--- src/rtl/fft_pkg.sv ---
// Shared constants, state encoding and helpers for the 64-point DIF FFT sequencer.
package fft_pkg;

    localparam int LOG2N   = 6;
    localparam int N       = 1 << LOG2N;
    localparam int ADDR_W  = LOG2N;
    localparam int TW_W    = LOG2N - 1;
    localparam int STAGE_W = 3;

    typedef enum logic [1:0] {
        LOAD,
        ISSUE,
        DRAIN,
        UNLOAD
    } state_t;

    function automatic logic [ADDR_W-1:0] bitrev(input logic [ADDR_W-1:0] a);
        logic [ADDR_W-1:0] r;
        for (int k = 0; k < ADDR_W; k++) begin
            r[k] = a[ADDR_W-1-k];
        end
        return r;
    endfunction

endpackage

--- src/rtl/fft_bf_addr_gen.sv ---
// Butterfly address generator: walks stage/i/j so that i is the outer loop and j
// steps by the group span m, producing operand addresses and the twiddle index.
module fft_bf_addr_gen
    import fft_pkg::*;
(
    input  logic                clk,
    input  logic                rst,
    input  logic                clear,
    input  logic                advance,
    input  logic                nextStage,
    output logic [ADDR_W-1:0]   addrA,
    output logic [ADDR_W-1:0]   addrB,
    output logic [TW_W-1:0]     twIdx,
    output logic [STAGE_W-1:0]  stage,
    output logic                lastInStage
);

    localparam logic [ADDR_W:0] N_EXT = (ADDR_W+1)'(N);

    logic [STAGE_W-1:0] stage_q, stage_d;
    logic [ADDR_W-1:0]  i_q, i_d;
    logic [ADDR_W-1:0]  j_q, j_d;
    logic [ADDR_W:0]    span;
    logic [ADDR_W:0]    half;
    logic [ADDR_W:0]    jNext;
    logic [ADDR_W:0]    iNext;
    logic [ADDR_W-1:0]  twFull;

    always_ff @(posedge clk or negedge rst) begin
        if (!rst) begin
            stage_q <= '0;
            i_q     <= '0;
            j_q     <= '0;
        end else begin
            stage_q <= stage_d;
            i_q     <= i_d;
            j_q     <= j_d;
        end
    end

    always_comb begin
        span        = N_EXT >> stage_q;
        half        = span >> 1;
        jNext       = {1'b0, j_q} + span;
        iNext       = {1'b0, i_q} + (ADDR_W+1)'(1);
        twFull      = i_q << stage_q;
        lastInStage = (jNext >= N_EXT) && (iNext >= half);

        stage_d = stage_q;
        i_d     = i_q;
        j_d     = j_q;
        if (clear) begin
            stage_d = '0;
            i_d     = '0;
            j_d     = '0;
        end else if (nextStage) begin
            stage_d = stage_q + STAGE_W'(1);
            i_d     = '0;
            j_d     = '0;
        end else if (advance && !lastInStage) begin
            // Inner j loop first; when the group is exhausted restart at the next i.
            if (jNext < N_EXT) begin
                j_d = jNext[ADDR_W-1:0];
            end else begin
                i_d = iNext[ADDR_W-1:0];
                j_d = iNext[ADDR_W-1:0];
            end
        end
    end

    assign addrA = j_q;
    assign addrB = j_q + half[ADDR_W-1:0];
    assign twIdx = twFull[TW_W-1:0];
    assign stage = stage_q;

endmodule

--- src/rtl/fft_seq_ctrl.sv ---
// FFT frame sequencer: load natural order, issue all butterflies stage by stage with a
// write-back barrier between stages, then unload in bit-reversed order.
module fft_seq_ctrl
    import fft_pkg::*;
(
    input  logic                clk,
    input  logic                rst,
    input  logic                in_valid,
    output logic                in_ready,
    output logic                wr_en,
    output logic [ADDR_W-1:0]   wr_addr,
    output logic                bf_valid,
    input  logic                bf_ready,
    output logic [ADDR_W-1:0]   bf_addr_a,
    output logic [ADDR_W-1:0]   bf_addr_b,
    output logic [TW_W-1:0]     bf_tw_idx,
    output logic [STAGE_W-1:0]  bf_stage,
    input  logic                bf_done,
    output logic                out_valid,
    input  logic                out_ready,
    output logic [ADDR_W-1:0]   out_addr,
    output logic                out_last,
    output logic                busy,
    output logic                err
);

    localparam logic [ADDR_W-1:0]  LAST_ADDR  = ADDR_W'(N - 1);
    localparam logic [STAGE_W-1:0] LAST_STAGE = STAGE_W'(LOG2N - 1);

    state_t             state_q, state_d;
    logic [ADDR_W-1:0]  loadCnt_q, loadCnt_d;
    logic [ADDR_W-1:0]  outCnt_q, outCnt_d;
    logic [ADDR_W-1:0]  outst_q, outst_d;
    logic               err_q, err_d;

    logic               loadHs;
    logic               issueHs;
    logic               outHs;
    logic               clearGen;
    logic               nextStage;
    logic               genLast;
    logic [ADDR_W-1:0]  genA;
    logic [ADDR_W-1:0]  genB;
    logic [TW_W-1:0]    genTw;
    logic [STAGE_W-1:0] genStage;

    fft_bf_addr_gen u_addr_gen (
        .clk         (clk),
        .rst         (rst),
        .clear       (clearGen),
        .advance     (issueHs),
        .nextStage   (nextStage),
        .addrA       (genA),
        .addrB       (genB),
        .twIdx       (genTw),
        .stage       (genStage),
        .lastInStage (genLast)
    );

    always_ff @(posedge clk or negedge rst) begin
        if (!rst) begin
            state_q   <= LOAD;
            loadCnt_q <= '0;
            outCnt_q  <= '0;
            outst_q   <= '0;
            err_q     <= 1'b0;
        end else begin
            state_q   <= state_d;
            loadCnt_q <= loadCnt_d;
            outCnt_q  <= outCnt_d;
            outst_q   <= outst_d;
            err_q     <= err_d;
        end
    end

    assign loadHs  = in_valid & in_ready;
    assign issueHs = bf_valid & bf_ready;
    assign outHs   = out_valid & out_ready;

    always_comb begin
        state_d   = state_q;
        loadCnt_d = loadCnt_q;
        outCnt_d  = outCnt_q;
        clearGen  = 1'b0;
        nextStage = 1'b0;
        unique case (state_q)
            LOAD: begin
                if (loadHs) begin
                    loadCnt_d = loadCnt_q + ADDR_W'(1);
                    if (loadCnt_q == LAST_ADDR) begin
                        clearGen = 1'b1;
                        state_d  = ISSUE;
                    end
                end
            end
            ISSUE: begin
                if (issueHs && genLast) begin
                    state_d = DRAIN;
                end
            end
            DRAIN: begin
                // Barrier: the next stage reads what this stage writes back.
                if (outst_q == '0) begin
                    if (genStage == LAST_STAGE) begin
                        outCnt_d = '0;
                        state_d  = UNLOAD;
                    end else begin
                        nextStage = 1'b1;
                        state_d   = ISSUE;
                    end
                end
            end
            UNLOAD: begin
                if (outHs) begin
                    outCnt_d = outCnt_q + ADDR_W'(1);
                    if (outCnt_q == LAST_ADDR) begin
                        state_d = LOAD;
                    end
                end
            end
            default: state_d = LOAD;
        endcase
    end

    always_comb begin
        outst_d = outst_q;
        err_d   = err_q;
        if (issueHs && !bf_done) begin
            outst_d = outst_q + ADDR_W'(1);
        end else if (!issueHs && bf_done) begin
            if (outst_q == '0) begin
                err_d = 1'b1;
            end else begin
                outst_d = outst_q - ADDR_W'(1);
            end
        end
    end

    assign in_ready  = (state_q == LOAD);
    assign wr_en     = in_valid & in_ready;
    assign wr_addr   = loadCnt_q;
    assign bf_valid  = (state_q == ISSUE);
    assign bf_addr_a = bf_valid ? genA : '0;
    assign bf_addr_b = bf_valid ? genB : '0;
    assign bf_tw_idx = bf_valid ? genTw : '0;
    assign bf_stage  = bf_valid ? genStage : '0;
    assign out_valid = (state_q == UNLOAD);
    assign out_addr  = bitrev(outCnt_q);
    assign out_last  = out_valid && (outCnt_q == LAST_ADDR);
    assign busy      = (state_q != LOAD);
    assign err       = err_q;

endmodule

--- config.mk ---
export PLATFORM = sky130hd
export DESIGN_NAME = fft_seq_ctrl
export DESIGN_NICKNAME = d
export VERILOG_FILES = /design/src/rtl/fft_pkg.sv /design/src/rtl/fft_bf_addr_gen.sv /design/src/rtl/fft_seq_ctrl.sv
export SDC_FILE = /design/constraint.sdc
export NUM_CORES = 1
export LEC_CHECK = 0
export ABC_CLOCK_PERIOD_IN_PS = 5100
export CAP_MARGIN = 40
export CELL_PAD_IN_SITES_DETAIL_PLACEMENT = 0
export CELL_PAD_IN_SITES_GLOBAL_PLACEMENT = 2
export CORE_MARGIN = 5
export CORE_UTILIZATION = 42
export DETAILED_ROUTE_END_ITERATION = 6
export DONT_BUFFER_PORTS = 1
export PLACE_DENSITY_LB_ADDON = 0.2
export SLEW_MARGIN = 20
export SYNTH_ARGS = -nofsm -noshare
export SYNTH_HDL_FRONTEND = slang
export SYNTH_SLANG_ARGS = --single-unit
--- constraint.sdc ---
create_clock -name clk -period 5.1 [get_ports clk]
set_clock_uncertainty 0.1 [all_clocks]
set_input_delay 1.02 -clock clk [delete_from_list [all_inputs] [get_ports clk]]
set_output_delay 1.02 -clock clk [all_outputs]
set_load 0.05 [all_outputs]
Yosys cells after proc, flatten, opt, wreduce, memory -nomap -nowiden --
Index checks and enable logic that the tools add are counted.
Storage, ports and cells: bits in registers 36, input bits 6, output and inout port bits 39, word-level logic and storage cells 97
Cells by class: $add $sub $neg 8, order comparisons 3, equal/unequal tests 15, shift-type cells 2, multiplexer cells 35, bitwise operators 4, reduce and logical (&&, ||, !) cells 22
Operators with widths (number):
- 6-bit 2-to-1 mux | 16
- 6-bit by 1-bit adder with 6-bit output (second input constant) | 3
- 2-bit 2-to-1 mux | 7
- 6-bit == test (second input constant) | 2
- 2-bit by 1-bit != test with 1-bit output (second input constant) | 6
- 6-bit one-hot mux with 2 select lines | 1
- 3-bit 2-to-1 mux | 3
- 2-bit one-hot mux with 4 select lines | 1
- 2-bit nonzero test | 4
- 6-bit by 1-bit adder with 7-bit output (second input constant) | 1
- 6-bit by 7-bit adder with 7-bit output | 1
- 7-bit by 6-bit >= comparator with 1-bit output | 1
- 7-bit >= comparator (second input constant) | 1
- 7-bit less-than comparator (second input constant) | 1
- 7-bit by 3-bit right shift with 7-bit output (first input constant) | 1
- 6-bit adder | 1
- 1-bit logical AND | 6
- 6-bit logical NOT | 1
- 1-bit 2-to-1 mux | 6
- 2-bit AND reduction | 3
- 6-bit AND reduction | 1
- 6-bit by 3-bit << shifter with 5-bit output | 1
- 6-bit by 1-bit subtractor with 6-bit output (second input constant) | 1
- 5-bit 2-to-1 mux | 1
- 13 further kinds | 19

Depth between registers and ports, before layout --
Gate-level depths: netlist of the first run.
word-level depth 9, mapped depth 14, gate-level depth less buffers 13

Modules after synthesis --
A second synthesis of the first run with hierarchy kept.
Unflattened totals: cells, all modules 364, area total of the unflattened synthesis 3268.1 sq um
Modules (own cells, without submodules):
- fft_bf_addr_gen | instances 1, cells an instance 209, area an instance 1831.8 sq um, seq. area each 375.4 sq um
- fft_seq_ctrl | instances 1, cells an instance 155, area an instance 1436.4 sq um, seq. area each 525.5 sq um

Worst setup path before layout of the first run --
Ideal clock, no wire load.
path type register to output, start point reg u_addr_gen.stage_q[0], in the netlist u_addr_gen.stage[0], end point out bf_tw_idx[2], arrival time 3.283 ns, required time 3.980 ns, slack 0.697 ns, stages on the path, launching flop included 5, buffers on the path 1, cells stage by stage dfrtp_1 -> clkbuf_1 -> inv_1 -> nand2_1 -> a2111oi_0
Between the ends: word-level cells in the longest chain between the ends 2
RTL lines:
- start, declared | RTL line fft_bf_addr_gen.sv:20 | logic [STAGE_W-1:0] stage_q, stage_d;
- start signal, assigned | RTL line fft_bf_addr_gen.sv:35 | stage_q <= stage_d;
- 6-bit by 3-bit << shifter with 5-bit output | RTL line fft_bf_addr_gen.sv:46 | twFull = i_q << stage_q;
- 5-bit 2-to-1 mux | RTL line fft_seq_ctrl.sv:145 | assign bf_tw_idx = bf_valid ? genTw : '0;
- end, declared | RTL line fft_seq_ctrl.sv:16 | output logic [TW_W-1:0] bf_tw_idx,
No other way between the ends.

Worst setup path in the final report of the first run --
start point reg u_addr_gen.stage_q[1], in the netlist u_addr_gen.stage[1], end point out bf_addr_b[5]
Between the ends: word-level cells in the longest chain between the ends 3
RTL lines:
- 7-bit by 3-bit right shift with 7-bit output | RTL line fft_bf_addr_gen.sv:42 | span = N_EXT >> stage_q;
- 6-bit adder | RTL line fft_bf_addr_gen.sv:72 | assign addrB = j_q + half[ADDR_W-1:0];
- 6-bit 2-to-1 mux | RTL line fft_seq_ctrl.sv:144 | assign bf_addr_b = bf_valid ? genB : '0;
- end, declared | RTL line fft_seq_ctrl.sv:15 | output logic [ADDR_W-1:0] bf_addr_b,
No other way between the ends.

==> metrics.md, run 1 <==
| Metric | Value |
|---|---|
| Flip-flop and latch count after synthesis | 36 |
| Via count of the first global-routing pass | 2297 |
| Number of DRC violations after detailed-routing iteration 0 | 88 |
| Initial antenna violation count | 0 |
| Unrepaired setup endpoints after global routing | no |
| Final net count | 381 |
| Max-cap violations | 0 |
| Post-synth EDFFs | 0 |
| Placer's final routability congestion estimate | 0.797 |
| Die footprint | 8740 µm² |
| Minimum setup slack in the final design | 1.02 ns |
| Level count of the clock H-tree | 2 |
| Switching part of the total power | 0.325 |
| Outcome | completed |
| Number of pins exceeding their max-slew limit in the final report | 0 |
| Antenna Violating Nets Remaining | 0 |
| Power per cell area | 237 nW/µm² |
| Worst min-delay path class | input pin to async pin |
| Global Route Usage Sum | 0.169 |
| Cell depth of the worst flop-to-flop path | 12 |
| Fraction of power consumed by the clock network | 0.295 |
| Fraction of the yosys area taken by sequential cells | 0.308 |
| Max-slew headroom | 0.504 |
| Leakage component of the power | 0.00155 µW |
| Number of I/O pins | 45 |
| Critical Setup Path Class | flip-flop to primary output |
| Post-detailed-route wirelength per cell | 16.2 µm |
| Starting density of the core | 0.431 |
| Total core area | 6790 µm² |
| Worst flop-to-flop path startpoint | u_addr_gen.stage[0]$_DFFE_PN0P_ |
| Worst Hold Slack | 0.313 ns |
| Layout area overhead | 10.4% |
| Worst endpoint data arrival time | 2.96 ns |
| Setup total negative slack | 0 ns |
| Fraction of final layout cells with drive strength greater than 1 | 0.101 |
| Netlist cell types | 54 |
| TritonCTS Sinks | 36 |
| Die outline height | 93.5 µm |
| Cell-by-cell listing of the critical path | inv_1 > ha_1 > nand2_1 > inv_1 > ha_1 > maj3_1 > a21boi_1 > o21ai_1 > xnor2_1 > nor2_1 > buf_4 |
| Kind of end point of the critical path | primary output |
| Most instantiated cells after synthesis | sky130_fd_sc_hd__dfrtp_1 (36), sky130_fd_sc_hd__nor2_1 (34), sky130_fd_sc_hd__nand2_1 (30) |
| Logic depth of the worst setup path including buffers | 11 |
| Category of cells accounting for the largest share of critical-path delay | adder cells |
| Maximum number of pins on one net before global-route repair | 37 |
| Max stage delay cell, worst path | sky130_fd_sc_hd__dfrtp_1 |
| Hold bufs inserted after CTS | 0 |
| Combinational cell fraction of total power | 0.232 |
| Fraction of post-synthesis cell area in the top cell type by area | 0.308 |
| Synthesized area divided by synthesized cell count | 8.74 µm² |
| Clock buffer count from CTS | 5 |
| Int Power | 516 µW |
| Clock Pin Slew Worst Setup and Hold Paths | 0.08 ns |
| Peak Freq | 0.245 GHz |
| Buffers inserted during post-CTS setup optimization | 0 |
| Global-route wire length before repair | 11600 µm |
| Global-route congestion overflow total | 0 |
| Worst stage delay on the critical path | 0.64 ns |
| IO Port Bufs | 0 |
| Worst flop-to-flop path endpoint | u_addr_gen.addrA[0]$_DFFE_PN0P_ |
| Post-detailed-route DRC marker count | 0 |
| Number of detailed-route iterations in the first pass | 4 |
| Largest buffer count on any clock path | 2 |
| Psw | 249 µW |
| Worst slack, placed | 1.28 ns |
| Most used standard cell by instance count after synthesis | sky130_fd_sc_hd__dfrtp_1 |
| Slew @ Worst Pin | 0.734 ns |
| Timing endpoint of the critical path | bf_addr_b[5] |
| Master cell of the clock root buffer | sky130_fd_sc_hd__clkbuf_8 |
| Async set-or-reset flop fraction in the synthesized netlist | 1.00 |
| Mapped Cells | 335 |
| Part of the total power dissipated in sequential elements | 0.473 |
| Post-Route WL | 7180 µm |
| Top cells by area in the synthesized netlist | sky130_fd_sc_hd__dfrtp_1 (31%), sky130_fd_sc_hd__ha_1 (12%), sky130_fd_sc_hd__xnor2_1 (5.7%), sky130_fd_sc_hd__nor2_1 (4.4%), sky130_fd_sc_hd__xor2_1 (4.2%) |
| Warnings from Yosys | 0 |
| R2R Setup Slk | 1.70 ns |
| Nature of the critical path startpoint | flip-flop |
| Cell type with the largest total area after synthesis | sky130_fd_sc_hd__dfrtp_1 |
| CP bufs+invs | 3 |
| Average vias per placed instance | 5.35 |
| Clock latency on the worst-skew pair | 0.29 ns |
| Crit Path Max Fanout | 12 |
| DP Wirelength | 5500 µm |
| Nets in the synthesized netlist | 370 |
| Vias | 2370 |
| CTS tree | done |
| Width of the die | 93.5 µm |
| # diodes | 0 |
| Final Setup Violations | 0 |
| Netlist area before placement | 2930 µm² |
| Worst setup path startpoint | u_addr_gen.stage[1]$_DFFE_PN0P_ |
| Ratio of final minimum period to clock period | 0.800 |
| Dominant synthesized flop cell | sky130_fd_sc_hd__dfrtp_1 |
| VDD IR max | 123 µV |
| Data required time at the worst endpoint | 3.98 ns |
| Filler Cells Inserted | 672 |
| Final hold violations | 0 |
| Final critical path time including I/O delays and setup | 4.08 ns |
| Post_cts resized | 0 |
| Cell Rows | 30 |
==> flip-flops by register name, summed over array words and instances (netlist names) <==
| signal | cells |
|---|---|
| outst_q | 6 |
| u_addr_gen.addrA | 6 |
| state_q | 2 |
| outCnt_q | 6 |
| wr_addr | 6 |
| u_addr_gen.stage | 3 |
| u_addr_gen.i_q | 6 |
| err | 1 |
==> cells by family after synthesis <==
kind of cell / Yosys count / synth area share
multiplexers: 10 / 0.0406
flip-flops: 36 / 0.308
AO/OA/AOI/OAI: 62 / 0.149
XOR/XNOR: 33 / 0.0987
AND/OR/NAND/NOR: 126 / 0.214
adder cells (fa/ha/maj): 33 / 0.143
buffers and inverters: 35 / 0.0479
==> how the worst min path moves through the flow <==
stage	slack [ns]	cells past startpoint	endpoint	startpoint
floorplan	0.38	1	outst_q[5]$_DFFE_PN0P_	outst_q[5]$_DFFE_PN0P_
global placement	0.42	1	outst_q[5]$_DFFE_PN0P_	outst_q[5]$_DFFE_PN0P_
detailed placement	0.42	1	outst_q[5]$_DFFE_PN0P_	outst_q[5]$_DFFE_PN0P_
CTS	0.30	0	outCnt_q[2]$_DFFE_PN0P_	rst
global route	0.29	0	outst_q[3]$_DFFE_PN0P_	rst
finish	0.31	0	outCnt_q[1]$_DFFE_PN0P_	rst
==> cell usage in the layout (no fill, tap or decap), types with 3 or more instances in the layout <==
| cell type | n |
|---|---|
| sky130_fd_sc_hd__maj3_1 | 4 |
| sky130_fd_sc_hd__and3_1 | 6 |
| sky130_fd_sc_hd__o22ai_1 | 3 |
| sky130_fd_sc_hd__nand3_1 | 8 |
| sky130_fd_sc_hd__mux2i_1 | 7 |
| sky130_fd_sc_hd__nand4_1 | 4 |
| sky130_fd_sc_hd__xor2_1 | 14 |
| sky130_fd_sc_hd__and2_1 | 12 |
| sky130_fd_sc_hd__a21oi_1 | 11 |
| sky130_fd_sc_hd__a221o_1 | 5 |
| sky130_fd_sc_hd__inv_1 | 20 |
| sky130_fd_sc_hd__o21ai_1 | 6 |
| sky130_fd_sc_hd__ha_1 | 27 |
| sky130_fd_sc_hd__dfrtp_1 | 36 |
| sky130_fd_sc_hd__a21o_1 | 5 |
| sky130_fd_sc_hd__nor2_1 | 34 |
| sky130_fd_sc_hd__o21ai_0 | 9 |
| sky130_fd_sc_hd__xnor2_1 | 19 |
| sky130_fd_sc_hd__o21a_1 | 3 |
| sky130_fd_sc_hd__nor3_1 | 6 |
| sky130_fd_sc_hd__nor2b_1 | 7 |
| sky130_fd_sc_hd__nand2b_1 | 6 |
| sky130_fd_sc_hd__nand2_1 | 30 |
| sky130_fd_sc_hd__buf_4 | 16 |
| sky130_fd_sc_hd__clkbuf_8 | 6 |
==> per-stage QoR <==
step           area, µm²  instances   util  total power [µW]
2_1_floorplan       2930        335      -               511
3_3_place_gp        3080        427  0.453               543
3_5_place_dp        3120        432  0.459               546
4_1_cts             3210        440  0.473               772
5_1_grt             3230        443  0.476               811
6_report            3230        443  0.476               765
==> layout make-up <==
| type | count | area (µm²) | share of cell area |
|---|---|---|---|
| multi-input combinational | 264 | 1910 | 0.591 |
| timing repair buffer | 16 | 120 | 0.0372 |
| sequential | 36 | 901 | 0.279 |
| clock buffer | 7 | 86.3 | 0.0267 |
| clock inverter | 1 | 7.51 | 0.00232 |
| tap | 96 | 120 | 0.0372 |
| inverter | 23 | 86.3 | 0.0267 |
==> routing by layer <==
metal / global-route usage / up-vias / share of wire
li1: - / 1195 / -
met4: 0.0574 / 0 / 0.019
met1: 0.232 / 1101 / 0.50
met3: 0.0467 / 13 / 0.053
met2: 0.254 / 61 / 0.43
met5: 0 / - / 0
==> power groups by stage <==
| stage | sequential (µW) | clock (µW) | combinational, µW |
|---|---|---|---|
| 2_1_floorplan | 358 | 0 | 153 |
| 3_3_place_gp | 367 | 0 | 176 |
| 3_5_place_dp | 368 | 0 | 178 |
| 4_1_cts | 362 | 231 | 179 |
| 5_1_grt | 368 | 237 | 206 |
| 6_report | 362 | 226 | 178 |
Note: power is estimated with default switching activity, not from simulation.
==> run 2, diff against run 1 <==
--- a/config.mk
+++ b/config.mk
@@ -5,12 +5,12 @@
 export SDC_FILE = /design/constraint.sdc
 export NUM_CORES = 1
 export LEC_CHECK = 0
-export ABC_CLOCK_PERIOD_IN_PS = 5100
+export ABC_CLOCK_PERIOD_IN_PS = 3770
 export CAP_MARGIN = 40
 export CELL_PAD_IN_SITES_DETAIL_PLACEMENT = 0
 export CELL_PAD_IN_SITES_GLOBAL_PLACEMENT = 2
 export CORE_MARGIN = 5
-export CORE_UTILIZATION = 42
+export CORE_UTILIZATION = 39
 export DETAILED_ROUTE_END_ITERATION = 6
 export DONT_BUFFER_PORTS = 1
 export PLACE_DENSITY_LB_ADDON = 0.2
==> constraint.sdc (replaced) <==
create_clock -name clk -period 3.77 [get_ports clk]
set_clock_uncertainty 0.1 [all_clocks]
set_input_delay 0.754 -clock clk [delete_from_list [all_inputs] [get_ports clk]]
set_output_delay 0.754 -clock clk [all_outputs]
set_load 0.05 [all_outputs]
==> run 2 against run 1 <==
  * Sequential share of layout area decreased by 0.13 points
  * Combinational power increased by 36%
  * Setup slack got worse by 0.73 ns
  * Clock-buffer cell count decreased by 2
  * Sequential cell count unchanged
  * Final cell count increased by 1.4%
  * Wire length increased by 3.8%
  * First-iteration DRC count increased by 49%
  * Die area increased by 6.9%
  * Critical path depth unchanged
  * Hold slack got worse by 0.27 ns
  * Critical endpoint is now bf_addr_b[4]
==> metrics.md, run 2 (synthesis gave the netlist of run 1 again) <==
| Metric | Value |
|---|---|
| Outcome | completed |
| Number of I/O pins | 45 |
| Buffers inserted during post-CTS setup optimization | 0 |
| Crit Path Max Fanout | 9 |
| Utilization after layout | 0.447 |
| Commonest cells after routing, fill and taps aside | sky130_fd_sc_hd__nor2_1 (34), sky130_fd_sc_hd__dfrtp_1 (34), sky130_fd_sc_hd__nand2_1 (30) |
| Number of detailed-route iterations in the first pass | 4 |
| Worst Hold Slack | 0.0377 ns |
| Post-Route WL | 7450 µm |
| Global-route congestion overflow total | 0 |
| Power per cell area | 314 nW/µm² |
| Total core area | 7290 µm² |
| Global Route Usage Sum | 0.163 |
| Average vias per placed instance | 5.38 |
| Starting density of the core | 0.402 |
| Die footprint | 9340 µm² |
| IO Port Bufs | 0 |
| CTS tree | done |
| Worst endpoint data arrival time | 2.63 ns |
| Number of placed instances with taps included | 441 |
| Max-slew headroom | 0.510 |
| Final Setup Violations | 0 |
| Post-detailed-route DRC marker count | 0 |
| Global-route wire length before repair | 12600 µm |
| TritonCTS Sinks | 36 |
| Die outline height | 96.6 µm |
| Clock Pin Slew Worst Setup and Hold Paths | 0.08 ns |
| Clock buffer count from CTS | 5 |
| Placer's final routability congestion estimate | 0.874 |
| # diodes | 0 |
| Vias | 2416 |
| Level count of the clock H-tree | 2 |
| Filler Cells Inserted | 760 |
| Worst min-delay path class | input pin to async pin |
| Ratio of final minimum period to clock period | 0.924 |
| Fraction of final layout cells with drive strength greater than 1 | 0.120 |
| Maximum number of pins on one net before global-route repair | 37 |
| Width of the die | 96.6 µm |
| Hold bufs inserted after CTS | 0 |
| Unrepaired setup endpoints after global routing | no |
| Initial antenna violation count | 0 |
| Final critical path time including I/O delays and setup | 3.48 ns |
| Critical Setup Path Class | flip-flop to primary output |
| DP Wirelength | 5710 µm |
| Post-detailed-route wirelength per cell | 16.6 µm |
| Setup total negative slack | 0 ns |
| Number of pins exceeding their max-slew limit in the final report | 0 |
| Number of DRC violations after detailed-routing iteration 0 | 131 |
| Antenna Violating Nets Remaining | 0 |
| Max-cap violations | 0 |
| VDD IR max | 179 µV |
| Layout area overhead | 11.2% |
| Largest buffer count on any clock path | 2 |
| Final net count | 384 |
| Slew @ Worst Pin | 0.725 ns |
| Via count of the first global-routing pass | 2442 |
| Cell Rows | 31 |
| Final hold violations | 0 |
| Leakage component of the power | 0.00156 µW |
| Count of placed standard cells in the final layout, fillers left out | 449 |
| Kind of end point of the critical path | primary output |
| Peak Freq | 0.287 GHz |
| Nature of the critical path startpoint | flip-flop |
| Clock latency on the worst-skew pair | 0.30 ns |
| Data required time at the worst endpoint | 2.92 ns |
| Master cell of the clock root buffer | sky130_fd_sc_hd__clkbuf_8 |
-- run 2: where the power goes --
part           switching [µW]  internal [µW]
sequential               66.3            425
combinational             116            126
clock                     160            129
total                     343            680
-- run 2: path summary, 6_finish.rpt --
check                                                   to                       startpoint  slack, ns  depth (start not counted)
setup / recovery                              bf_addr_b[4]  u_addr_gen.stage[0]$_DFFE_PN0P_       0.29                         11
hold / removal             u_addr_gen.stage[0]$_DFFE_PN0P_                              rst       0.04                          0
setup reg to reg           u_addr_gen.addrA[3]$_DFFE_PN0P_  u_addr_gen.stage[0]$_DFFE_PN0P_       0.61                         12
hold reg to reg                     outst_q[5]$_DFFE_PN0P_           outst_q[5]$_DFFE_PN0P_       0.46                          1
max in group asynchronous    u_addr_gen.i_q[0]$_DFFE_PN0P_                              rst       3.44                          0
min in group clk                    outst_q[5]$_DFFE_PN0P_           outst_q[5]$_DFFE_PN0P_       0.46                          1
-- run 2: worst max-delay path, stage by stage, from the launching register on --
cell and delay, ns:
sky130_fd_sc_hd__dfrtp_2 0.46, sky130_fd_sc_hd__inv_1 0.14, sky130_fd_sc_hd__ha_1 0.26, sky130_fd_sc_hd__and2_2 0.25
sky130_fd_sc_hd__xnor2_1 0.14, sky130_fd_sc_hd__ha_1 0.20, sky130_fd_sc_hd__a21oi_1 0.18, sky130_fd_sc_hd__o21ai_0 0.12
sky130_fd_sc_hd__a21oi_1 0.18, sky130_fd_sc_hd__xor2_1 0.16, sky130_fd_sc_hd__nor2_1 0.06, sky130_fd_sc_hd__buf_4 0.19
-- run 2: area by class of cell --
class	instances	area (µm²)	area share
Multi-Input combinational cell	264	1910	0.587
Sequential cell	36	903	0.277
Timing Repair Buffer	19	143	0.0438
Tap cell	99	124	0.0380
Inverter	23	86.3	0.0265
Clock buffer	5	68.8	0.0211
Clock inverter	3	18.8	0.00576
-- run 2: metal layers --
metal	track usage	wire length (µm)	part of all wire
met2	0.246	3110	0.42
met5	0	0	0
met4	0.0400	80	0.011
met3	0.0424	512	0.069
met1	0.232	3740	0.50
-- run 2: what timing repair did --
action                                  CTS  global route
endpoints found under the hold margin     0             0
gates resized for setup                   0             3
endpoints found under the setup margin    0             2
-- run 2: through the flow --
stage / area (µm²) / total power [µW] / setup slack [ns]
6_report: 3260 / 1020 / 0.288
3_5_place_dp: 3170 / 741 / 0.497
2_1_floorplan: 2930 / 691 / 0.123
4_1_cts: 3250 / 1040 / 0.144
3_3_place_gp: 3140 / 736 / 0.554
5_1_grt: 3260 / 1090 / 0.0177
